[src/rtl/uart_pkg.sv]
// UART receive subsystem shared definitions.
// Holds the receiver FSM state encoding, the par_mode encodings and a
// helper that says whether a par_mode value enables a parity bit.
package uart_pkg;

  typedef enum logic [2:0] {
    ST_IDLE   = 3'd0,
    ST_START  = 3'd1,
    ST_DATA   = 3'd2,
    ST_PARITY = 3'd3,
    ST_STOP   = 3'd4
  } rx_state_t;

  localparam logic [1:0] PAR_NONE = 2'b00;
  localparam logic [1:0] PAR_EVEN = 2'b01;
  localparam logic [1:0] PAR_ODD  = 2'b10;
  localparam logic [1:0] PAR_RSVD = 2'b11;  // behaves exactly like PAR_NONE

  function automatic logic parity_enabled(input logic [1:0] mode);
    return (mode == PAR_EVEN) || (mode == PAR_ODD);
  endfunction

endpackage

[src/rtl/uart_fifo.sv]
// First-word-fall-through receive FIFO with sticky overrun flag.
// Ports:
//   clk, reset : clock, asynchronous active-high reset
//   wr, din    : write strobe and word
//   rd         : pop the head word (ignored while empty)
//   clr        : clear the sticky overrun flag
//   dout       : head word, forced to zero while empty
//   empty/full : status, level : number of stored words
//   ovr        : sticky, set when a write is dropped because the FIFO is full
module uart_fifo
  import uart_pkg::*;
#(
  parameter int W     = 10,
  parameter int DEPTH = 16
) (
  input  logic                     clk,
  input  logic                     reset,
  input  logic                     wr,
  input  logic [W-1:0]             din,
  input  logic                     rd,
  input  logic                     clr,
  output logic [W-1:0]             dout,
  output logic                     empty,
  output logic                     full,
  output logic [$clog2(DEPTH):0]   level,
  output logic                     ovr
);

  localparam int AW = $clog2(DEPTH);

  logic [W-1:0]  mem [DEPTH];
  logic [AW-1:0] wr_ptr;
  logic [AW-1:0] rd_ptr;
  logic          do_wr;
  logic          do_rd;

  assign empty = (level == '0);
  assign full  = (level == (AW+1)'(DEPTH));

  // A pop frees a slot in the same edge, so a full FIFO may still accept a
  // write when it is read at the same time.
  assign do_rd = rd && !empty;
  assign do_wr = wr && (!full || do_rd);

  assign dout = empty ? '0 : mem[rd_ptr];

  always_ff @(posedge clk) begin
    if (do_wr) mem[wr_ptr] <= din;
  end

  always_ff @(posedge clk or posedge reset) begin
    if (reset) begin
      wr_ptr <= '0;
      rd_ptr <= '0;
      level  <= '0;
      ovr    <= 1'b0;
    end else begin
      if (do_wr) wr_ptr <= wr_ptr + 1'b1;
      if (do_rd) rd_ptr <= rd_ptr + 1'b1;
      case ({do_wr, do_rd})
        2'b10:   level <= level + 1'b1;
        2'b01:   level <= level - 1'b1;
        default: level <= level;
      endcase
      // A fresh overrun takes priority over a clear in the same cycle.
      if (wr && full && !rd) ovr <= 1'b1;
      else if (clr)          ovr <= 1'b0;
    end
  end

endmodule

[src/rtl/uart_rx_subsys.sv]
// UART receiver subsystem: baud tick generator, 2-flop rx synchroniser,
// oversampling receive FSM and a FWFT receive FIFO.
// Ports:
//   clk, reset        : clock, asynchronous active-high reset
//   dvsr              : baud divisor, one tick every dvsr+1 clocks
//   par_mode, stop2   : frame format, captured when a start bit is seen
//   rx                : asynchronous serial input, idle high
//   rd_en, clr_err    : pop head word, clear sticky overrun
//   d_out, par_err, frm_err : head word and its error tags
//   rx_empty, rx_full, level, ovr_err : FIFO status
module uart_rx_subsys
  import uart_pkg::*;
#(
  parameter int DBITS  = 8,
  parameter int OVS    = 16,
  parameter int DEPTH  = 16,
  parameter int DVSR_W = 11
) (
  input  logic                   clk,
  input  logic                   reset,
  input  logic [DVSR_W-1:0]      dvsr,
  input  logic [1:0]             par_mode,
  input  logic                   stop2,
  input  logic                   rx,
  input  logic                   rd_en,
  input  logic                   clr_err,
  output logic [DBITS-1:0]       d_out,
  output logic                   par_err,
  output logic                   frm_err,
  output logic                   rx_empty,
  output logic                   rx_full,
  output logic [$clog2(DEPTH):0] level,
  output logic                   ovr_err
);

  localparam int SW = $clog2(OVS);
  localparam int BW = $clog2(DBITS);
  localparam logic [SW-1:0] MID  = SW'(OVS/2 - 1);
  localparam logic [SW-1:0] LAST = SW'(OVS - 1);
  localparam logic [BW-1:0] NLAST = BW'(DBITS - 1);

  logic [DVSR_W-1:0] tcnt;
  logic [DVSR_W-1:0] dvsr_q;
  logic              tick;
  logic              sync_p0;
  logic              sync_p1;
  logic              rx_s;
  rx_state_t         state;
  rx_state_t         state_nx;
  logic [SW-1:0]     s_cnt;
  logic [BW-1:0]     n_cnt;
  logic [DBITS-1:0]  shreg;
  logic [1:0]        pmode_q;
  logic              stop2_q;
  logic              par_q;
  logic              frm_q;
  logic              bit_pt;
  logic              last_stop;
  logic              wr;
  logic [DBITS+1:0]  wr_word;
  logic [DBITS+1:0]  head;

  // Tick generator: the divisor is re-captured only at wrap so a change
  // never produces a short or long tick period mid-count.
  always_ff @(posedge clk or posedge reset) begin
    if (reset) begin
      tcnt   <= '0;
      dvsr_q <= '0;
    end else if (tcnt == dvsr_q) begin
      tcnt   <= '0;
      dvsr_q <= dvsr;
    end else begin
      tcnt <= tcnt + 1'b1;
    end
  end

  assign tick = (tcnt == dvsr_q);

  // Synchroniser stage p0 -> p1
  always_ff @(posedge clk or posedge reset) begin
    if (reset) begin
      sync_p0 <= 1'b1;
      sync_p1 <= 1'b1;
    end else begin
      sync_p0 <= rx;
      sync_p1 <= sync_p0;
    end
  end

  assign rx_s = sync_p1;

  assign bit_pt    = tick && (s_cnt == LAST);
  assign last_stop = (n_cnt == BW'(stop2_q));

  always_ff @(posedge clk or posedge reset) begin
    if (reset) state <= ST_IDLE;
    else       state <= state_nx;
  end

  always_comb begin
    state_nx = state;
    case (state)
      ST_IDLE:   if (!rx_s) state_nx = ST_START;
      ST_START:  if (tick && (s_cnt == MID)) state_nx = rx_s ? ST_IDLE : ST_DATA;
      ST_DATA:   if (bit_pt && (n_cnt == NLAST))
                   state_nx = parity_enabled(pmode_q) ? ST_PARITY : ST_STOP;
      ST_PARITY: if (bit_pt) state_nx = ST_STOP;
      ST_STOP:   if (bit_pt && last_stop) state_nx = ST_IDLE;
      default:   state_nx = ST_IDLE;
    endcase
  end

  // The final stop sample is folded in combinationally so the word written
  // carries the framing result of the bit sampled on this very edge.
  always_comb begin
    wr      = (state == ST_STOP) && bit_pt && last_stop;
    wr_word = {frm_q | ~rx_s, par_q, shreg};
  end

  always_ff @(posedge clk or posedge reset) begin
    if (reset) begin
      s_cnt   <= '0;
      n_cnt   <= '0;
      pmode_q <= PAR_NONE;
      stop2_q <= 1'b0;
      par_q   <= 1'b0;
      frm_q   <= 1'b0;
    end else begin
      case (state)
        ST_IDLE: begin
          if (!rx_s) begin
            s_cnt   <= '0;
            n_cnt   <= '0;
            pmode_q <= par_mode;
            stop2_q <= stop2;
            par_q   <= 1'b0;
            frm_q   <= 1'b0;
          end
        end
        ST_START: begin
          if (tick) s_cnt <= (s_cnt == MID) ? '0 : s_cnt + 1'b1;
        end
        ST_DATA: begin
          if (bit_pt) begin
            s_cnt <= '0;
            n_cnt <= (n_cnt == NLAST) ? '0 : n_cnt + 1'b1;
          end else if (tick) begin
            s_cnt <= s_cnt + 1'b1;
          end
        end
        ST_PARITY: begin
          if (bit_pt) begin
            s_cnt <= '0;
            // Even: error when XOR is 1; odd: error when XOR is 0.
            par_q <= (^shreg) ^ rx_s ^ (pmode_q == PAR_ODD);
          end else if (tick) begin
            s_cnt <= s_cnt + 1'b1;
          end
        end
        ST_STOP: begin
          if (bit_pt) begin
            s_cnt <= '0;
            n_cnt <= n_cnt + 1'b1;
            if (!rx_s) frm_q <= 1'b1;
          end else if (tick) begin
            s_cnt <= s_cnt + 1'b1;
          end
        end
        default: s_cnt <= '0;
      endcase
    end
  end

  // LSB arrives first, so bits enter at the top and shift down.
  always_ff @(posedge clk) begin
    if ((state == ST_DATA) && bit_pt) shreg <= {rx_s, shreg[DBITS-1:1]};
  end

  uart_fifo #(
    .W     (DBITS + 2),
    .DEPTH (DEPTH)
  ) u_fifo (
    .clk   (clk),
    .reset (reset),
    .wr    (wr),
    .din   (wr_word),
    .rd    (rd_en),
    .clr   (clr_err),
    .dout  (head),
    .empty (rx_empty),
    .full  (rx_full),
    .level (level),
    .ovr   (ovr_err)
  );

  assign {frm_err, par_err, d_out} = head;

endmodule

[config.mk]
export PLATFORM = sky130hd
export DESIGN_NAME = uart_rx_subsys
export DESIGN_NICKNAME = d
export VERILOG_FILES = /design/src/rtl/uart_pkg.sv /design/src/rtl/uart_fifo.sv /design/src/rtl/uart_rx_subsys.sv
export SDC_FILE = /design/constraint.sdc
export NUM_CORES = 1
export LEC_CHECK = 0
export BUFFER_PORTS_ARGS = -buffer_cell sky130_fd_sc_hd__buf_2
export CORE_ASPECT_RATIO = 1.4
export CORE_MARGIN = 5
export CORE_UTILIZATION = 47
export DETAILED_ROUTE_END_ITERATION = 8
export GPL_TIMING_DRIVEN = 0
export PLACE_DENSITY = 0.65
export SYNTH_ARGS = -nofsm -noshare
export SYNTH_HDL_FRONTEND = slang
export SYNTH_SLANG_ARGS = --single-unit
[constraint.sdc]
create_clock -name clk -period 4.1 [get_ports clk]
set_clock_uncertainty 0.15 [all_clocks]
set_input_delay 0.615 -clock clk [delete_from_list [all_inputs] [get_ports clk]]
set_output_delay 0.615 -clock clk [all_outputs]
set_load 0.02 [all_outputs]
* Word level (Yosys, flattened, before mapping)
Memories as Yosys holds them, arrays and structs flattened.
Index checks and enable logic that the tools add are counted.
** Storage, ports and cells
- Register bits :: 61
- RAM bits :: 160
- Output and inout port bits :: 18
- Memories :: 1
** Memories
- u_fifo.mem :: words 16, bits a word 10, read ports 1, clocked after memory_dff 0, wr ports 1, RTL line uart_fifo.sv:31 : logic [W-1:0] mem [DEPTH];
** Operators by class
- Add/subtract/negate cells :: 7
- Equal/unequal tests :: 24
- Mux-type cells :: 32
- Bitwise gates (word level) :: 4
- Reduce and logical (&&, ||, !) cells :: 31
** Operator list (number)
- 2-to-1 mux 3 bit :: 10
- 2-to-1 mux 4 bit :: 5
- != test 2 bit, second input constant :: 9
- one-hot mux 3 bit (5 select lines) :: 1
- adder 4 x 1 -> 4 bit, second input constant :: 3
- one-hot mux 4 bit (3 select lines) :: 1
- adder 11 x 1 -> 11 bit, second input constant :: 1
- equality test 11 bit :: 1
- logical AND 1 bit :: 11
- 2-to-1 mux 11 bit :: 1
- 2-to-1 mux 10 bit :: 1
- one-hot mux 5 bit (2 select lines) :: 1
- one-hot mux 3 bit (3 select lines) :: 1
- 2-to-1 mux 1 bit :: 8
- AND reduction 4 bit :: 2
- nonzero test 2 bit :: 4
- parity 8 bit :: 1
- equality test 3 x 2 -> 1 bit, second input constant :: 2
- equality test 3 bit, second input constant :: 2
- AND reduction 3 bit :: 2
- adder 5 x 1 -> 5 bit, second input constant :: 1
- equality test 5 bit, second input constant :: 1
- zero test 5 bit :: 1
- AND reduction 5 bit :: 1
- 20 further kinds :: 27

* Logic depth before layout (Yosys ltp)
Gate-level depths: netlist of run 1.
- Depth after elaboration :: 7
- Mapped depth :: 16

* Modules after synthesis
Synthesis of run 1 repeated with hierarchy kept, for this count alone.
** Unflattened totals
- Cell total of the unflattened synthesis :: 593
- Area total of the unflattened synthesis :: 9384.0 µm²
** By module, submodules not included
- uart_fifo :: times used 1, cells each 362, area an instance 7093.1 µm², seq. area each 5154.9 µm²
- uart_rx_subsys :: times used 1, cells each 231, area an instance 2290.9 µm², seq. area each 1218.7 µm²

* Worst setup path before layout of run 1
No wires, ideal clock.
- Path type :: flip-flop to flip-flop
- Start :: register s_cnt[0]
- End :: register u_fifo.level[4]
- Data arrival time :: 3.073 ns
- Data required time :: 3.818 ns
- Setup slack :: 0.745 ns
- Stages on the path, launching flop included :: 17
- Path buffers :: 2
- Cell sequence :: dfrtp_1 > ha_1 > and3_4 > nand4_4 > or4_4 > nor3_4 > buf_6 > inv_1 > ha_1 > clkbuf_1 > xor2_1 > ha_1 > a21o_1 > nand2_1 > a21o_1 > a21oi_1 > xor2_1
** On the way
- Longest elaborated chain between the ends :: 7
** RTL lines
- from (decl) :: RTL line uart_rx_subsys.sv:50 : logic [SW-1:0] s_cnt;
- from (signal assigned) :: RTL line uart_rx_subsys.sv:141 : if (tick) s_cnt <= (s_cnt == MID) ? '0 : s_cnt + 1'b1;
- from (signal assigned) :: RTL line uart_rx_subsys.sv:148 : s_cnt <= s_cnt + 1'b1;
- from (signal assigned) :: RTL line uart_rx_subsys.sv:157 : s_cnt <= s_cnt + 1'b1;
- equality test 4 bit * :: RTL line uart_rx_subsys.sv:92 : assign bit_pt = tick && (s_cnt == LAST);
- logical AND 1 bit * :: RTL line uart_rx_subsys.sv:92
- logical AND 1 bit * (2 in a row) :: RTL line uart_rx_subsys.sv:116 : wr = (state == ST_STOP) && bit_pt && last_stop;
- logical AND 1 bit * :: RTL line uart_fifo.sv:43 : assign do_wr = wr && (!full || do_rd);
- equality test 2 x 1 -> 1 bit / equality test 2 bit (equally long branches) :: RTL line uart_fifo.sv:60 : case ({do_wr, do_rd})
- one-hot mux 5 bit (2 select lines) / nonzero test 2 bit (equally long branches)
- to (signal assigned) :: RTL line uart_fifo.sv:61 : 2'b10: level <= level + 1'b1;
- to (signal assigned) :: RTL line uart_fifo.sv:62 : 2'b01: level <= level - 1'b1;
- to (signal assigned) :: RTL line uart_fifo.sv:63 : default: level <= level;
- to (decl) :: RTL line uart_fifo.sv:25 : output logic [$clog2(DEPTH):0] level,
Mark *: on every way between the ends. The rest lies on a longest branch, timed or not.
A chain may end at the register's enable or synchronous reset.

* Worst setup path after layout of run 1
- Start :: register u_fifo.rd_ptr[1]
- End :: output port par_err
** On the way
- Longest elaborated chain between the ends :: 2
** RTL lines
- from (decl) :: RTL line uart_fifo.sv:33 : logic [AW-1:0] rd_ptr;
- from (signal assigned) :: RTL line uart_fifo.sv:59 : if (do_rd) rd_ptr <= rd_ptr + 1'b1;
- memory read (16 x 10 bit)
- 2-to-1 mux 10 bit :: RTL line uart_fifo.sv:45 : assign dout = empty ? '0 : mem[rd_ptr];
- to (decl) :: RTL line uart_rx_subsys.sv:28 : output logic par_err,
Every way passes these cells.

==> metrics.txt, run 1 <==
Reg power frac 0.420; WP data required 3340 ps; Longest Clk Path Bufs 3; drt drc 0; fmax 0.2642 GHz; DR vias 5055; Sequential Area 6374 µm²; first-pass GRT wire length 30030 µm; Int Pwr 4.326 mW; Root Driver clkbuf_16; n_diodes 0; slew margin rel. 0.2797; FFs w/ async S/R, synth 0.2398; share of cells above drive strength 1 0.2217; clk slew on worst S/H paths 60 ps; number of global-route vias before repair 5351; worst slew pin tran 1071 ps; Post-CTS Setup Inserts 0; power density over cell area 556.8 nW/µm²; antenna violations before repair 0; antenna-violating nets left 0; Post-synth top flop edfxtp_1; core footprint 19840 µm²; htree depth 1; Tmin final 3786 ps; CTS sink cnt 221; Max-Cap Viols 0; crit-path max FO 10; combinational power share 0.247; critical path's slowest cell clkbuf_1; Initial Util 0.4748; max-slew violations 0; # rows 61; leak pwr 3.865 nW; CP arrival 3020 ps; final hold violation count 0; CP Class flip-flop to primary output; CP peak stage delay 620 ps; Post-Route Setup TNS 0 ps; placed insts 866; DR pass1 iterations 4; syn_nets 609; total track usage 0.1714; Clock power frac 0.333; total gr overflow 0; DR iter-0 viols 339; Synth Area per Inst 16.33 µm²; CTS buffer count 22; clock latency on the worst-skew pair 500 ps; Cell Count, Final, Fillers Out 906; RSZ-0062 raised after global routing no; Worst setup EP type primary output; post-DR wirelength/cell 20.71 µm; final setup vio count 0; multi-input logic area 2885 µm²; Mapped Cells 577; I/O pin count 37; Placer Congestion 0.8624; Tcrit/Tclk final 0.9233; Synth-to-Final Area Change 13.33%; Buffers on Ports 36; WL final 18770 µm; VDD IR-drop max 0.2572 mV; die area 23020 µm²; largest net degree at the start of global routing 37; CTS tree done; Yosys warning total 0; Post-Syn Area 9422 µm²; NumNets Final 671; HP Class input pin to flip-flop; Fill cells 1607; most frequent cells in the layout 168 x edfxtp_1, 51 x dfrtp_1, 50 x mux4_2; DP HPWL 12950 µm; Die W 129.7 µm; #FFs+latches synth 221; CP Cell Sequence clkbuf_1 -> clkbuf_1 -> mux4_2 -> mux4_2 -> nor2b_1 -> buf_2; switching share of power 0.2723; number of enable flip-flop cells after synthesis 168; Startpoint Class flip-flop; Vias/cell 5.579; sequential cell area fraction in the yosys report 0.6765; synth unique cells 52; commonest non-fill, non-tap cell in the layout edfxtp_1; Psw 1.619 mW; outcome finished, final reports clean; Chip Height 177.5 µm
-- sequential cells by signal (all words and copies together), names as in the netlist --
name and flops:
n_cnt 3, shreg 8, pmode_q 2, u_fifo.rd_ptr 4
u_fifo.mem 160, s_cnt 4, sync_p0 1, dvsr_q 11
rx_s 1, state 3, stop2_q 1, par_q 1
u_fifo.level 5, u_fifo.ovr 1, tcnt 11, u_fifo.wr_ptr 4
frm_q 1
-- metal layers --
layer  routed length (µm)  track usage  up-vias
met5                    0            0        -
met4                  312      0.04289        0
met3                  745      0.02108       25
met2                10390       0.3148       97
met1                 7322       0.2137     2602
li1                     -            -     2331
-- logic make-up after synthesis --
kind of cell               share of synthesized area
and+or+nand+nor                              0.09004
DFF                                           0.6765
AOI/OAI and AO/OA                            0.02829
adders and majority gates                    0.01726
buffers and inverters                        0.01793
muxes                                         0.1300
xor gates and xnor gates                     0.03997
-- what timing repair did --
item | in CTS | in global routing
resized for setup | 0 | 0
hold buffers | 1 | 0
endpoints found under the hold margin | 17 | 0
-- final cells by class --
| class | count | area share |
|---|---|---|
| flip-flops and latches | 221 | 0.5969 |
| multi-input cells | 316 | 0.2702 |
| clock buffers | 28 | 0.05753 |
| well taps | 252 | 0.02953 |
| repair buffers | 38 | 0.01969 |
| plain buffers | 29 | 0.01195 |
| clock inverters | 11 | 0.01031 |
| inverters | 11 | 0.003867 |
-- power groups by stage --
stage | Sequential [mW] | Combinational (mW) | Clock, mW
after floorplan | 2.56 | 1.06 | 0
after global placement | 2.54 | 1.49 | 0
after detailed placement | 2.54 | 1.51 | 0
after CTS | 2.50 | 1.51 | 2.03
after global routing | 2.50 | 1.59 | 2.14
final | 2.50 | 1.47 | 1.98
-- metrics by stage --
stage	total power, mW	hold slack, ps	area, µm²	worst slack (ps)	utilization
floorplan	3.618	195.2	9422	744.8	-
global placement	4.027	198.2	9917	384.3	0.4997
detailed placement	4.050	197.2	9937	353.3	0.5008
CTS	6.034	52.88	10670	256.1	0.5378
global route	6.225	51.39	10680	15.85	0.5381
finish	5.945	67.91	10680	314.4	0.5381
-- path summary, 6_finish.rpt --
| kind | from | to | slack, ps | cells after the start |
|---|---|---|---|---|
| setup / recovery | u_fifo.rd_ptr[1] | par_err | 310 | 6 |
| hold / removal | rx | sync_p0 | 70 | 1 |
| setup reg to reg | s_cnt[0] | u_fifo.level[4] | 320 | 16 |
| hold reg to reg | sync_p0 | rx_s | 210 | 0 |
| max in group asynchronous | reset | rx_s | 2670 | 4 |
| min in group asynchronous | reset | tcnt[9] | 520 | 3 |
-- cell usage after synthesis (2+ instances only) --
cell / instances / area [µm²]
a21oi_1: 10 / 50.05
o31a_1: 2 / 17.52
and3_1: 17 / 106.4
clkbuf_1: 20 / 75.07
nor3_1: 4 / 20.02
mux4_2: 50 / 1126
edfxtp_1: 168 / 5045
o31ai_1: 2 / 15.01
a31oi_1: 3 / 18.77
or2_2: 2 / 12.51
dfrtp_1: 51 / 1276
a21o_1: 2 / 15.01
xor2_1: 16 / 140.1
nor2_1: 25 / 93.84
o21ai_0: 13 / 65.06
inv_1: 11 / 41.29
nor4_1: 5 / 31.28
nand4_1: 9 / 56.30
xnor2_1: 27 / 236.5
and4_1: 3 / 26.28
buf_2: 6 / 30.03
mux2_2: 6 / 67.56
ha_1: 13 / 162.7
nor2b_1: 16 / 100.1
or3_1: 5 / 31.28
nand3_1: 6 / 30.03
mux2i_1: 2 / 20.02
nand2_1: 48 / 180.2
and2_1: 6 / 37.54
dfstp_2: 2 / 52.55
nand2b_1: 6 / 37.54
-- critical path: cells and delay by family (launching register included) --
| family | cells | cell delay [ps] |
|---|---|---|
| flip-flops | 1 | 360 |
| multiplexers | 2 | 950 |
| AND/OR/NAND/NOR | 1 | 140 |
| buffers and inverters | 3 | 1060 |
Note: power is estimated with default switching activity, not from simulation.
==> inputs of run 2 (changes only) <==
Settings changed: ABC_AREA set to 1.
==> run 2 against run 1 <==
  * Synthesized cell count up 51%
  * Non-clock buffer count up 4
  * Sequential power about the same
  * Via count up 33%
  * Final cell count up 33%
  * Combinational power up 34%
  * Worst setup slack better by 140 ps
  * Die area up 1.9%
  * Global-route usage up 3.1 points
  * Cell area up 1.5%
  * Clock-buffer cell count down 2
  * Largest cell class unchanged
==> metrics.txt, run 2 <==
outcome finished, final reports clean; CP peak stage delay 460 ps; WL final 23330 µm; sequential cell area fraction in the yosys report 0.6629; Placer Congestion 0.8824; final core occ 0.5333; Post-CTS Setup Inserts 0; Chip Height 179.2 µm; Vias/cell 5.595; Initial Util 0.4730; CTS tree done; Post-Route Setup TNS 0 ps; slew margin rel. 0.2182; DR vias 6736; Yosys warning total 0; most common library cells after synthesis 168 x edfxtp_1, 138 x nand2_1, 134 x nor2_1; count leader, synth edfxtp_1; antenna violations before repair 0; HP Class input pin to async pin; Tcrit/Tclk final 0.8897; first-pass GRT wire length 35890 µm; clk slew on worst S/H paths 60 ps; Die W 130.9 µm; post-DR wirelength/cell 19.38 µm; commonest non-fill, non-tap cell in the layout edfxtp_1; WP data required 3340 ps; post_cts resized 0; Post-synth top flop edfxtp_1; Top reg by flops u_fifo.mem; Post-Syn Area 9614 µm²; Sequential Area 6374 µm²; CP Class flip-flop to primary output; final setup vio count 0; clock latency on the worst-skew pair 500 ps; most frequent cells in the layout 168 x edfxtp_1, 138 x nand2_1, 134 x nor2_1; die area 23460 µm²; DP HPWL 15720 µm; CP arrival 2880 ps; Mapped Cells 871; core footprint 20320 µm²; Synth area leaders edfxtp_1 52%, dfrtp_1 13%, o21ai_0 5.6%; htree depth 1; number of enable flip-flop cells after synthesis 168; CP Cell Sequence buf_2 -> inv_2 -> clkbuf_1 -> o21ai_0 -> o22ai_1 -> nor2_1 -> nor2_1 -> o21ai_0 -> a21oi_1 -> buf_2; total design power 6.442 mW; total track usage 0.2025; largest registers u_fifo.mem x160, dvsr_q x11, tcnt x11; n_diodes 0; antenna-violating nets left 0; DR pass1 iterations 5; largest area contributor in the netlist edfxtp_1; Max-Cap Viols 0; cell family with most CP delay buffers and inverters; Tmin final 3648 ps; #FFs+latches synth 221; largest net degree at the start of global routing 28; RSZ-0062 raised after global routing no; multi-input logic area 2875 µm²; VDD IR-drop max 0.3992 mV; number of global-route vias before repair 6579; crit-path max FO 10; buffers and inverters on the worst path 4; critical path's slowest cell clkbuf_1; CTS sink cnt 221; syn_nets 903; Synth Area per Inst 11.04 µm²; max-slew violations 0; CTS buffer count 22; NumNets Final 964; final hold violation count 0; worst slew pin tran 1168 ps; # rows 62; total gr overflow 0; number of buffers inserted by hold repair at cts 0; fmax 0.2741 GHz; Synth-to-Final Area Change 12.74%; Longest Clk Path Bufs 3; synth unique cells 38; power density over cell area 594.3 nW/µm²; FFs w/ async S/R, synth 0.2398; Fill cells 1791; Startpoint Class flip-flop; drt drc 0; leak pwr 4.131 nW; DR iter-0 viols 686; number of flip-flops in the largest register 160; Root Driver clkbuf_16; I/O pin count 37; share of cells above drive strength 1 0.1013; Buffers on Ports 36; top cell type's share of synthesized area 0.5247; Worst setup EP type primary output
[run 2: cell types whose count changed after synthesis, moves of 7 or more]
cell	change
nor2_1	+109
nor2b_1	-16
o21ai_0	+94
and3_1	-17
inv_1	+44
nand2_1	+90
o22ai_1	+8
nand3_1	+33
a21oi_1	+11
xnor2_1	-16
mux4_2	-50
o221ai_1	+34
clkbuf_1	+7
[run 2: area by class of cell]
type                            count  area share
Buffer                             34     0.01212
Clock buffer                       26     0.05414
Clock inverter                     14     0.01085
Tap cell                          256     0.02955
Sequential cell                   221      0.5880
Multi-Input combinational cell    554      0.2653
Inverter                           62     0.02159
Timing Repair Buffer               37     0.01847
[run 2: report_power, final]
group	switching, mW	internal, mW	leakage, nW	total (mW)
sequential	0.0565	2.44	2.18	2.49
clock	0.829	1.15	0.348	1.98
combinational	1.41	0.563	1.60	1.97
total	2.29	4.15	4.13	6.44
[run 2: layer usage]
metal	wire [µm]	global-route usage	vias to the layer above
li1	-	-	3183
met1	8766	0.2491	3217
met2	12040	0.3614	282
met3	1623	0.02563	54
met4	903	0.07461	0
met5	0	0	-
[run 2: final timing paths]
check	slack, ps	endpoint	cells after the start	start
worst max-delay path	450	d_out[6]	10	u_fifo.rd_ptr[0]
worst min-delay path	20	dvsr_q[3]	2	reset
worst max register to register	810	u_fifo.level[4]	17	u_fifo.level[0]
worst min register to register	210	rx_s	0	sync_p0
max in group asynchronous	3220	u_fifo.level[0]	3	reset
min in group clk	60	sync_p0	1	rx
[run 2: logic make-up after synthesis]
kind of cell    synth area share
compound gates            0.1098
xor+xnor                 0.02095
fa+ha+maj                0.01692
buf+inv                  0.03800
flops                     0.6629
mux                     0.002342
simple gates              0.1490
[run 2: metrics by stage]
step / instances / setup slack [ps] / area, µm² / hold WS [ps]
floorplan: 871 / 1245 / 9614 / 195.2
global placement: 1163 / 869.6 / 10110 / 196.1
detailed placement: 1164 / 801.1 / 10130 / 203.4
CTS: 1204 / 494.9 / 10840 / 29.93
global route: 1204 / 314.8 / 10840 / 40.78
finish: 1204 / 452.2 / 10840 / 20.76
[run 2: worst register-to-register path, cell delays in order (launching register included)]
cell and delay, ps:
dfrtp_1 430, nor2_1 130, nand3_1 120, nor2_1 340, inv_1 80, nand2_1 110
nand2_1 120, nand2_1 230, ha_1 340, xor2_1 230, ha_1 170, inv_1 50
nand2_1 60, nand2_1 70, o21ai_0 210, a21oi_1 90, o21ai_0 110, xor2_1 170
